## config.mk

```make
export PLATFORM = sky130hd
export DESIGN_NAME = conv_stream_ctrl_flat
export DESIGN_NICKNAME = d
export VERILOG_FILES = /design/src/rtl/conv_stream_ctrl_if.sv /design/src/rtl/conv_stream_ctrl.sv /design/src/flat_wrapper.sv
export SDC_FILE = /design/constraint.sdc
export NUM_CORES = 1
export LEC_CHECK = 0
export CAP_MARGIN = 20
export CORE_ASPECT_RATIO = 2
export CORE_MARGIN = 3
export CORE_UTILIZATION = 59
export CTS_CLUSTER_SIZE = 12
export DETAILED_ROUTE_END_ITERATION = 6
export HOLD_SLACK_MARGIN = 0.03
export PLACE_DENSITY_LB_ADDON = 0.15
export SYNTH_ARGS = -nofsm -noshare
export SYNTH_HDL_FRONTEND = slang
export SYNTH_SLANG_ARGS = --single-unit
export TNS_END_PERCENT = 30
```

## constraint.sdc

```tcl
create_clock -name clk -period 5.86 [get_ports clk]
set_input_delay 1.758 -clock clk [delete_from_list [all_inputs] [get_ports clk]]
set_output_delay 1.758 -clock clk [all_outputs]
set_load 0.01 [all_outputs]
```

## src/rtl/conv_stream_ctrl_if.sv

```systemverilog
// Stream handshake bundle for conv_stream_ctrl: capture-side input beats and
// filtered-pixel output beats with their qualifiers.
interface conv_stream_ctrl_if;
  logic in_valid;
  logic in_sop;
  logic in_eop;
  logic in_ready;
  logic out_valid;
  logic out_ready;
  logic out_sop;
  logic out_eop;
  logic out_border;

  // Source/sink side: drives input beats and output back-pressure.
  modport master (
    output in_valid, in_sop, in_eop, out_ready,
    input  in_ready, out_valid, out_sop, out_eop, out_border
  );

  // Controller side.
  modport slave (
    input  in_valid, in_sop, in_eop, out_ready,
    output in_ready, out_valid, out_sop, out_eop, out_border
  );
endinterface

```

## src/rtl/conv_stream_ctrl.sv

```systemverilog
// Frame sequencer for a 3x3 streaming convolution: drives line-buffer writes and
// window shifts, and emits one output beat per input pixel after an IMG_W+1 pipeline fill.
module conv_stream_ctrl #(
  parameter int unsigned IMG_W = 320,
  parameter int unsigned IMG_H = 240,
  localparam int unsigned CW = (IMG_W > 1) ? $clog2(IMG_W) : 1
) (
  input  logic              clk,
  input  logic              rst,
  conv_stream_ctrl_if.slave strm,
  output logic              lb_wr_en,
  output logic [1:0]        lb_wr_sel,
  output logic [CW-1:0]     lb_addr,
  output logic              win_shift,
  output logic              busy,
  output logic              err_frame
);

  localparam int unsigned RW   = (IMG_H > 1) ? $clog2(IMG_H) : 1;
  localparam int unsigned NPIX = IMG_W * IMG_H;
  localparam int unsigned KMAX = NPIX + IMG_W;
  localparam int unsigned KW   = $clog2(KMAX + 1);

  localparam logic [CW-1:0] ColLast   = CW'(IMG_W - 1);
  localparam logic [RW-1:0] RowLast   = RW'(IMG_H - 1);
  localparam logic [KW-1:0] KFirstOut = KW'(IMG_W + 1);
  localparam logic [KW-1:0] KLast     = KW'(KMAX);

  typedef enum logic [1:0] {StIdle, StStream, StFlush} state_e;

  state_e        r_state;
  logic [CW-1:0] r_in_col;
  logic [RW-1:0] r_in_row;
  logic [1:0]    r_sel;
  logic [KW-1:0] r_k;
  logic [CW-1:0] r_out_col;
  logic [RW-1:0] r_out_row;
  logic          r_out_valid;
  logic          r_out_sop;
  logic          r_out_eop;
  logic          r_out_border;
  logic          r_err;

  logic          w_out_free;
  logic          w_in_ready;
  logic          w_acc;
  logic          w_sop_beat;
  logic          w_frame_beat;
  logic          w_restart;
  logic          w_adv;
  logic          w_emit;
  logic          w_last_pix;
  logic          w_flush_done;
  logic [CW-1:0] w_col;
  logic [RW-1:0] w_row;
  logic [1:0]    w_sel;
  logic [KW-1:0] w_k;

  assign w_out_free   = !r_out_valid || strm.out_ready;
  assign w_in_ready   = (r_state != StFlush) && w_out_free;
  assign w_acc        = strm.in_valid && w_in_ready;
  assign w_sop_beat   = w_acc && strm.in_sop;
  // Beats without sop are swallowed while idle.
  assign w_frame_beat = w_acc && (strm.in_sop || (r_state == StStream));
  assign w_restart    = w_sop_beat && (r_state == StStream);
  assign w_adv        = w_frame_beat || ((r_state == StFlush) && w_out_free);

  // A sop beat is pixel 0 regardless of where the counters stand.
  assign w_col = w_sop_beat ? '0 : r_in_col;
  assign w_row = w_sop_beat ? '0 : r_in_row;
  assign w_sel = w_sop_beat ? '0 : r_sel;
  assign w_k   = w_sop_beat ? '0 : r_k;

  assign w_last_pix   = (w_col == ColLast) && (w_row == RowLast);
  assign w_emit       = w_adv && (w_k >= KFirstOut);
  assign w_flush_done = (r_state == StFlush) && w_adv && (r_k == KLast);

  always_ff @(posedge clk) begin
    if (rst) begin
      r_state      <= StIdle;
      r_in_col     <= '0;
      r_in_row     <= '0;
      r_sel        <= '0;
      r_k          <= '0;
      r_out_col    <= '0;
      r_out_row    <= '0;
      r_out_valid  <= 1'b0;
      r_out_sop    <= 1'b0;
      r_out_eop    <= 1'b0;
      r_out_border <= 1'b0;
      r_err        <= 1'b0;
    end else begin
      r_err <= w_frame_beat && (w_restart || (strm.in_eop != w_last_pix));

      if (w_frame_beat) begin
        if (w_last_pix) begin
          r_in_col <= '0;
          r_in_row <= '0;
          r_sel    <= '0;
          r_state  <= StFlush;
        end else begin
          r_state <= StStream;
          if (w_col == ColLast) begin
            r_in_col <= '0;
            r_in_row <= w_row + RW'(1);
            r_sel    <= (w_sel == 2'd2) ? 2'd0 : w_sel + 2'd1;
          end else begin
            r_in_col <= w_col + CW'(1);
            r_in_row <= w_row;
            r_sel    <= w_sel;
          end
        end
      end

      if (w_adv) begin
        r_k <= w_k + KW'(1);
      end

      if (w_flush_done) begin
        r_state <= StIdle;
        r_k     <= '0;
      end

      if (w_sop_beat) begin
        r_out_col <= '0;
        r_out_row <= '0;
      end

      // Output register only reloads when the previous beat has left.
      if (w_emit) begin
        r_out_valid  <= 1'b1;
        r_out_sop    <= (r_out_col == '0) && (r_out_row == '0);
        r_out_eop    <= (r_out_col == ColLast) && (r_out_row == RowLast);
        r_out_border <= (r_out_row == '0) || (r_out_row == RowLast) ||
                        (r_out_col == '0) || (r_out_col == ColLast);
        if (r_out_col == ColLast) begin
          r_out_col <= '0;
          r_out_row <= (r_out_row == RowLast) ? '0 : r_out_row + RW'(1);
        end else begin
          r_out_col <= r_out_col + CW'(1);
        end
      end else if (strm.out_ready) begin
        r_out_valid  <= 1'b0;
        r_out_sop    <= 1'b0;
        r_out_eop    <= 1'b0;
        r_out_border <= 1'b0;
      end
    end
  end

  assign strm.in_ready   = w_in_ready;
  assign strm.out_valid  = r_out_valid;
  assign strm.out_sop    = r_out_sop;
  assign strm.out_eop    = r_out_eop;
  assign strm.out_border = r_out_border;

  assign lb_wr_en  = w_frame_beat;
  assign lb_wr_sel = w_sel;
  assign lb_addr   = w_col;
  assign win_shift = w_adv;
  assign busy      = (r_state != StIdle);
  assign err_frame = r_err;

endmodule

```

## src/flat_wrapper.sv

```systemverilog
// flat-port wrapper written by rule: the top's interface ports become plain ports
module conv_stream_ctrl_flat 
#(
  parameter int unsigned IMG_W = 320,
  parameter int unsigned IMG_H = 240,
  localparam int unsigned CW = (IMG_W > 1) ? $clog2(IMG_W) : 1
)
  (clk, rst, lb_wr_en, lb_wr_sel, lb_addr, win_shift, busy, err_frame, strm_in_valid, strm_in_sop, strm_in_eop, strm_out_ready, strm_in_ready, strm_out_valid, strm_out_sop, strm_out_eop, strm_out_border);
  conv_stream_ctrl_if strm_i ();
  input  logic clk;
  input  logic rst;
  output logic lb_wr_en;
  output logic [1:0] lb_wr_sel;
  output logic [CW-1:0] lb_addr;
  output logic win_shift;
  output logic busy;
  output logic err_frame;
  input wire logic [$bits(strm_i.in_valid)-1:0] strm_in_valid;
  input wire logic [$bits(strm_i.in_sop)-1:0] strm_in_sop;
  input wire logic [$bits(strm_i.in_eop)-1:0] strm_in_eop;
  input wire logic [$bits(strm_i.out_ready)-1:0] strm_out_ready;
  output wire logic [$bits(strm_i.in_ready)-1:0] strm_in_ready;
  output wire logic [$bits(strm_i.out_valid)-1:0] strm_out_valid;
  output wire logic [$bits(strm_i.out_sop)-1:0] strm_out_sop;
  output wire logic [$bits(strm_i.out_eop)-1:0] strm_out_eop;
  output wire logic [$bits(strm_i.out_border)-1:0] strm_out_border;
  assign strm_i.in_valid = strm_in_valid;
  assign strm_i.in_sop = strm_in_sop;
  assign strm_i.in_eop = strm_in_eop;
  assign strm_i.out_ready = strm_out_ready;
  assign strm_in_ready = strm_i.in_ready;
  assign strm_out_valid = strm_i.out_valid;
  assign strm_out_sop = strm_i.out_sop;
  assign strm_out_eop = strm_i.out_eop;
  assign strm_out_border = strm_i.out_border;
  conv_stream_ctrl #(.IMG_W(IMG_W), .IMG_H(IMG_H)) u_core (.clk(clk), .rst(rst), .strm(strm_i), .lb_wr_en(lb_wr_en), .lb_wr_sel(lb_wr_sel), .lb_addr(lb_addr), .win_shift(win_shift), .busy(busy), .err_frame(err_frame));
endmodule
```

; Word level (Yosys, flattened, before mapping)
; Cells that the tools add are included.
[totals]
ff_bits = 60
out_inout_bits = 20
word_cells = 80
[op_classes]
add_sub_neg = 6
magnitude_cmp = 1
eq_ne = 10
muxes = 24
reduce_logical = 27
[ops]
columns = cell, count
row1 = 8-bit 2-to-1 mux, 7
row2 = 9-bit 2-to-1 mux, 6
row3 = "9-bit by 1-bit adder with 9-bit output, second input constant", 2
row4 = "9-bit == test, second input constant", 2
row5 = "17-bit by 1-bit adder with 17-bit output, second input constant", 1
row6 = "17-bit == test, second input constant", 1
row7 = "17-bit by 9-bit >= comparator with 1-bit output, second input constant", 1
row8 = 17-bit 2-to-1 mux, 1
row9 = "8-bit by 1-bit adder with 8-bit output, second input constant", 2
row10 = "8-bit == test, second input constant", 2
row11 = 1-bit logical AND, 13
row12 = 2-bit 2-to-1 mux, 5
row13 = 9-bit logical NOT, 1
row14 = 8-bit logical NOT, 1
row15 = 1-bit logical OR, 7
row16 = 2-bit nonzero test, 3
row17 = 1-bit 2-to-1 mux, 5
row18 = "2-bit == test, second input constant", 2
row19 = "2-bit by 1-bit adder with 2-bit output, second input constant", 1
row20 = "2-bit by 1-bit == test with 1-bit output, second input constant", 1
row21 = "2-bit inequality test, second input constant", 1
row22 = 2-bit OR reduction, 1
row23 = 1-bit logical NOT, 1
row24 = 1-bit inequality test, 1

; Longest topological paths before layout
; Gate-level depths: netlist of run 1.
[logic_depth]
ltp_word = 11
ltp_mapped = 15
ltp_nobuf = 10

; Least setup slack after synthesis of run 1
; OpenSTA, ideal clock, no wires.
[synth_path]
kind = input to output
start = in strm_out_ready
end = out lb_wr_sel[1]
t_arrival_ns = 3.049
required_time_ns = 4.102
setup_slack_ns = 1.053
path_stages = 7
n_path_buf = 4
cell_sequence = nand2b_1 -> clkbuf_1 -> nand3_1 -> buf_2 -> clkbuf_1 -> clkbuf_1 -> and2_1
[synth_between]
elab_chain_cells = 5
[synth_lines]
columns = element, line
row1 = from (decl), flat_wrapper.sv:21  ; input wire logic [$bits(strm_i.out_ready)-1:0] strm_out_ready;
row2 = 1-bit logical OR, conv_stream_ctrl.sv:59  ; assign w_out_free = !r_out_valid || strm.out_ready;
row3 = 1-bit logical AND, conv_stream_ctrl.sv:60  ; assign w_in_ready = (r_state != StFlush) && w_out_free;
row4 = 1-bit logical AND, conv_stream_ctrl.sv:61  ; assign w_acc = strm.in_valid && w_in_ready;
row5 = 1-bit logical AND, conv_stream_ctrl.sv:62  ; assign w_sop_beat = w_acc && strm.in_sop;
row6 = 2-bit 2-to-1 mux, conv_stream_ctrl.sv:71  ; assign w_sel = w_sop_beat ? '0 : r_sel;
row7 = to (decl), flat_wrapper.sv:13  ; output logic [1:0] lb_wr_sel;
; Every way passes these cells.

; Worst setup path after layout of run 1
[layout_path]
start = in strm_out_ready
end = out lb_addr[0]
[layout_between]
elab_chain_cells = 5
[layout_lines]
columns = element, line
row1 = 1-bit logical OR, conv_stream_ctrl.sv:59
row2 = 1-bit logical AND, conv_stream_ctrl.sv:60
row3 = 1-bit logical AND, conv_stream_ctrl.sv:61
row4 = 1-bit logical AND, conv_stream_ctrl.sv:62
row5 = 9-bit 2-to-1 mux, conv_stream_ctrl.sv:69  ; assign w_col = w_sop_beat ? '0 : r_in_col;
row6 = to (decl), flat_wrapper.sv:14  ; output logic [CW-1:0] lb_addr;
; Every way passes these cells.

==> results of run 1 <==
area by class of cell:
class                   instances  share of cell area
inverters                      10             0.00891
clock inverters                 5              0.0178
well taps                      61              0.0181
multi-input cells             354               0.537
clock buffers                  11              0.0576
repair buffers                 34              0.0755
flip-flops and latches         60               0.285
cells in the final DEF, fill, tap and decap left out, types with 8 or more instances in the layout:
| master | instances |
|---|---|
| or3_1 | 9 |
| nand2_1 | 32 |
| buf_4 | 9 |
| xor2_1 | 8 |
| o211ai_1 | 10 |
| nor2_1 | 35 |
| a21oi_1 | 29 |
| clkdlybuf4s50_1 | 25 |
| a31oi_1 | 9 |
| nand3_1 | 41 |
| inv_1 | 9 |
| dfxtp_1 | 60 |
| o21ai_0 | 20 |
| nor2b_1 | 8 |
| and2_1 | 19 |
| clkbuf_16 | 9 |
| ha_1 | 8 |
| nand4_1 | 16 |
synth_stat cells (9+ instances only):
cell type   n
nand4_1    16
nor2_1     35
nand2_1    32
o211ai_1   10
dfxtp_1    60
and2_1     19
clkbuf_1   18
a31oi_1     9
nand3_1    42
or3_1       9
a21oi_1    29
inv_1       9
o21ai_0    20
per-layer routing:
layer	vias to the layer above	GRT usage	share of wire	wire, um
met2	112	0.499	0.54	5000
met5	-	0	0	0
li1	1725	-	-	-
met1	1639	0.300	0.37	3470
met3	35	0.0560	0.047	441
met4	0	0.180	0.046	427
worst max path at each step:
stage                    from            to
6_report       strm_out_ready    lb_addr[0]
4_1_cts        strm_out_ready    lb_addr[2]
3_5_place_dp   strm_out_ready    lb_addr[2]
5_1_grt        strm_out_ready    lb_addr[1]
2_1_floorplan  strm_out_ready  lb_wr_sel[1]
3_3_place_gp   strm_out_ready      lb_wr_en
registers in the layout (all words and copies together) (netlist names), 2 cells and up:
name and cells:
u_core.r_in_row 8, u_core.r_k 17, u_core.r_state 2, u_core.r_out_col 9, u_core.r_in_col 9, u_core.r_sel 2, u_core.r_out_row 8
logic make-up after synthesis:
group                    Yosys count  share of synthesized area
AND/OR/NAND/NOR                  222                      0.344
buffers and inverters             36                     0.0476
multiplexers                       2                    0.00586
XOR/XNOR                          14                     0.0338
adder cells (fa/ha/maj)            8                     0.0276
AO/OA/AOI/OAI                    108                      0.211
flip-flops                        60                      0.331
worst max-delay path, cell delays in order:
cell and delay, ns:
clkdlybuf4s50_1 0.55, nand2b_1 0.34, nand3_2 0.30, and2_1 0.27, clkdlybuf4s50_1 0.48
power breakdown:
part	switching (mW)	leakage (nW)	internal, mW	total (mW)
sequential	0.00301	0.484	0.412	0.415
combinational	0.0367	0.794	0.0225	0.0591
clock	0.181	0.159	0.381	0.562
total	0.221	1.44	0.815	1.04
through the flow:
stage,std cells,utilization,setup slack (ns)
after floorplan,450,-,1.05
after global placement,519,0.665,0.439
after detailed placement,519,0.665,0.381
after CTS,535,0.719,0.375
after global routing,535,0.719,0.260
final,535,0.719,0.394
==> metrics, run 1 <==
Slew Limit Fails 0; Syn Inst Count 450; Mapped Area 0.00363 mm2; worst hold path endpoint u_core.r_in_row[1]; GPL Wtd Cong 1.04; hold path cells 2; CTS max path bufs 2; RSZ-0062 raised after global routing no; Slew HR 0.422; DRC viols 0; share of post-route cells with drive strength above 1 0.0865; Period minus WS final 5.47 ns; async set-reset flop share out of synthesis 0; worst-case reg-to-reg path depth 9; Fin Setup TNS 0 ns; yosys warns 0; Yosys reg bits 60; Die W 61.5 um; hold_ws 0.490 ns; Final Hold Fails 0; initial core utilization 0.620; critical setup path kind in2out; CTS Hold Bufs 0; Tcrit/Tclk final 0.933; Skew-Pair Late Insertion Delay 0.33 ns; Min-Delay Path Class reg2reg; Synth area leaders dfxtp_1, nand3_1, a21oi_1, nor2_1, nand2_1; endpoints failing setup 0; Post-DP Area 0.00389 mm2; sequential element share of the synthesized area 0.331; Hold Crit Start u_core.r_in_row[1]; diode count 0; most common flop cell mapped by yosys dfxtp_1; clk_skew slightly above 0.005 ns; Die ar. approximately 0.0072 mm2; io pins 26; Worst Tran Pin Value 0.865 ns; WP data required 4.10 ns; Leak Pwr around 1.4 nW; Total Wirelength 9.34 mm; via/cell ratio ~6.6; Post-DRT Antenna Nets 0; footprint of the multi-input gates between 0.002 and 0.0025 mm2; Clock transition at path regs 0.05 ns; Post-layout nets 483; DR iter-0 viols 213; Post-CTS Repair Setup Buffers 0; RR Startpoint u_core.r_state[1]; via count 3,511; vias in the first global route between 3,000 and 4,000; FP Rows 39; Critical Path AT 3.71 ns; Worst setup SP type input pin; core region area ~0.006 mm2; GRT Residual Overflow 0; DR WL/cell around 17 um; Die H 117 um; Total Routing Usage GR 0.286; Clock Tree Root clkbuf_16; critical path peak fanout 16; outcome completed; largest net degree at the start of global routing 43; Sequential Area ~0.0012 mm2; syn nets 464; cell area after layout 0.00421 mm2; Fmax achieved between 0.15 and 0.2 GHz; Final Power 1.04 mW; initial antenna violation count 0; hpwl dp approximately 6.7 mm; H-tree depth 3; crit end category output pin; # resized after CTS 0; CTS Buf Count 9; reg2reg end u_core.r_in_row[4]; Yosys top cell by area dfxtp_1; Unique masters post-synth 70; CTS tree yes; Peak supply drop 214 uV; Port Buffer Count 25; fillers 473; syn avg cell area 8.07 um2; Max Cap Viol 0; pwr dens 246 mW/mm2; global-route wire length before repair about 16 mm; top cell type's share of synthesized area 0.331; EDFF count, synth 0; r2r setup slk 2.39 ns; Area growth syn-to-layout 16.0%; CTS sink cnt 60; Pre-antenna DRT Iters 5
No activity file was read; power rests on OpenSTA's default activity.
==> run 2: changes to the inputs <==
Settings changed: ABC_CLOCK_PERIOD_IN_PS set to 5860.
==> results of run 2 <==
No change in the layout: final DEF, timing and power equal those of run 1.
==> run 3: changes to the inputs <==
Settings changed: CORE_UTILIZATION 59 to 60, DONT_BUFFER_PORTS set to 1, RECOVER_POWER set to 25.
==> run 3 against run 2 <==
Compared with the run above: combinational power decreased by 26%; clock power increased by 2%; register-to-register slack got worse by 0.52 ns; utilization decreased by 4.5 points; die area decreased by 1.5%; highest routed layer unchanged; flip-flop and latch count unchanged; the flow now finishes with violations (capacitance limit, slew limit); sequential share of layout area increased by 2.1 points; largest cell class unchanged.
==> metrics, run 3 (synthesis results as in run 1) <==
Slew Limit Fails 11 (+11); outcome finished with violations; metal3 WL 421 um (-4.5%); critical setup path kind in2out; Worst setup SP type input pin; critical path peak fanout 12 (-4); most frequent cells in the layout dfxtp_1, nand3_1, nor2_1; largest net degree at the start of global routing 39 (-9.3%); metal2 WL 5.00 mm (about the same); Die H 116 um (-0.80%); clk_skew 0.00770 ns (+0.00256 ns); hold path cells 2 (unchanged); vias in the first global route 3,285 (-5.4%); crit path cell chain and2b_1, nor3_1, buf_4, nor2_1, inv_1; RR Startpoint u_core.r_k[0]; Fin Setup TNS 0 ns (unchanged); Worst Tran Pin Value 2.11 ns (+1.25 ns); Final Hold Fails 0 (unchanged); Period minus WS final 4.91 ns (-0.559 ns); CTS max path bufs 2 (unchanged); Fmax achieved 0.204 GHz (+11%); Post-CTS Repair Setup Buffers 0 (unchanged); switching share of power 0.216 (+0.00342); Die W 61.0 um (-0.76%); Critical Path AT 3.15 ns (-0.56 ns); worst hold path endpoint u_core.r_sel[0]; r2r setup slk 1.87 ns (-0.52 ns); initial antenna violation count 0 (unchanged); hold_ws 0.486 ns (-0.00364 ns); Cell Int Power 0.806 mW (-1.1%); crit end category output pin; # resized after CTS 0 (unchanged); CP delay by family, top simple AND/OR/NAND/NOR gates; Max Cap Viol 1 (+1); GPL Wtd Cong 0.875 (-16%); Post-layout nets 456 (-5.6%); io pins 26 (unchanged); CTS sink cnt 60 (unchanged); most common cell after layout, fill and taps aside dfxtp_1; pwr dens 263 mW/mm2 (+6.8%); core region area 0.00581 mm2 (-0.83%); Total Wirelength 9.29 mm (-0.56%); Total Routing Usage GR 0.287 (+0.000475); final worst setup slack 0.953 ns (+0.559 ns); GRT Residual Overflow 0 (unchanged); Die ar. 0.00708 mm2 (-1.5%); diode count 0 (unchanged); Min-Delay Path Class reg2reg; endpoints failing setup 0 (unchanged); initial core utilization 0.625 (+0.00521); via/cell ratio 6.72 (+2.4%); worst-case reg-to-reg path depth 5 (-4); footprint of the multi-input gates 0.00223 mm2 (-1.3%); RSZ-0062 raised after global routing no; CTS Hold Bufs 0 (unchanged); Clock Tree Root clkbuf_16; registers with the most flip-flops u_core.r_k x17, u_core.r_in_col x9, u_core.r_out_col x9; Largest Register u_core.r_k; WP data required 4.10 ns (about the same); Final Power 1.03 mW (-0.64%); Sequential Area 0.00120 mm2 (unchanged); Skew-Pair Late Insertion Delay 0.34 ns (about the same); failing checks capacitance limit, slew limit; Clock transition at path regs 0.05 ns (about the same); Hold Crit Start u_core.r_sel[0]; Placement Setup Slack 1.01 ns (+0.625 ns); CTS tree yes; Area growth syn-to-layout 7.93%; DR WL/cell 18.3 um (+4.7%); Pre-antenna DRT Iters 5 (unchanged); Reg power frac 0.403 (+0.003); Post-DRT Antenna Nets 0 (unchanged); H-tree depth 3 (unchanged); fillers 490 (+3.6%); reg2reg end u_core.r_k[16]; CP bufs+invs 2 (unchanged); Leak Pwr 1.31 nW (-8.5%); Logic pwr share 0.042 (-0.015); clock power share 0.554 (+0.011); max layer used met4; hpwl dp 6.50 mm (-2.9%); Peak supply drop 248 uV (+16%); Tcrit/Tclk final 0.837 (-0.0954); FP Rows 39 (unchanged); share of post-route cells with drive strength above 1 0.0805 (-0.00596); global-route wire length before repair 15.3 mm (-1.9%); Crit path largest cell delay 0.43 ns (-0.12 ns); max reg flops 17 (unchanged); Port Buffer Count 0 (-100%); DR iter-0 viols 254 (+19%); NetSw 0.223 mW (+0.95%); wl on met1 3.64 mm (+4.7%); CTS Buf Count 9 (unchanged); via count 3,414 (-2.8%); CP max stage cell nor2_1; Slew HR -0.426 (-0.849); DRC viols 0 (unchanged); Finished Core Util 0.675 (-0.0446)
## run 3: routing by layer
metal | vias up | global-route usage
met2 | 102 | 0.498
met3 | 25 | 0.0803
met5 | - | 0
met1 | 1620 | 0.310
li1 | 1667 | -
met4 | 0 | 0.129
## run 3: how the worst max path moves through the flow
stage,startpoint,endpoint,slack (ns),depth (start not counted)
final,strm_out_ready,lb_wr_en,0.95,5
after global routing,strm_out_ready,lb_wr_en,0.87,5
after CTS,strm_out_ready,lb_wr_en,0.99,4
after detailed placement,strm_out_ready,lb_wr_en,1.01,4
after global placement,strm_out_ready,lb_wr_en,1.10,4
after floorplan,strm_out_ready,lb_wr_sel[1],1.05,7
## run 3: per-stage QoR
step                      std cells  cell area [um2]
after floorplan                 450             3630
after global placement          492             3630
after detailed placement        492             3630
after CTS                       508             3950
after global routing            508             3920
final                           508             3920
## run 3: final cells by class
cell class | count | share of cell area
Timing Repair Buffer | 7 | 0.0134
Multi-Input combinational cell | 354 | 0.570
Sequential cell | 60 | 0.307
Inverter | 10 | 0.00958
Clock buffer | 11 | 0.0620
Tap cell | 61 | 0.0195
Clock inverter | 5 | 0.0192
## run 3: worst register-to-register path: cells and delay by family (launching register included)
| kind | cells | cell delay (ns) |
|---|---|---|
| and+or+nand+nor | 4 | 1.78 |
| DFF | 1 | 0.33 |
| AOI/OAI and AO/OA | 1 | 1.75 |
## run 3: power groups by stage
stage / sequential [mW] / combinational [mW] / clock, mW
finish: 0.415 / 0.0436 / 0.571
detailed placement: 0.423 / 0.0437 / 0
global route: 0.415 / 0.0472 / 0.595
CTS: 0.415 / 0.0441 / 0.574
floorplan: 0.422 / 0.0368 / 0
global placement: 0.423 / 0.0426 / 0
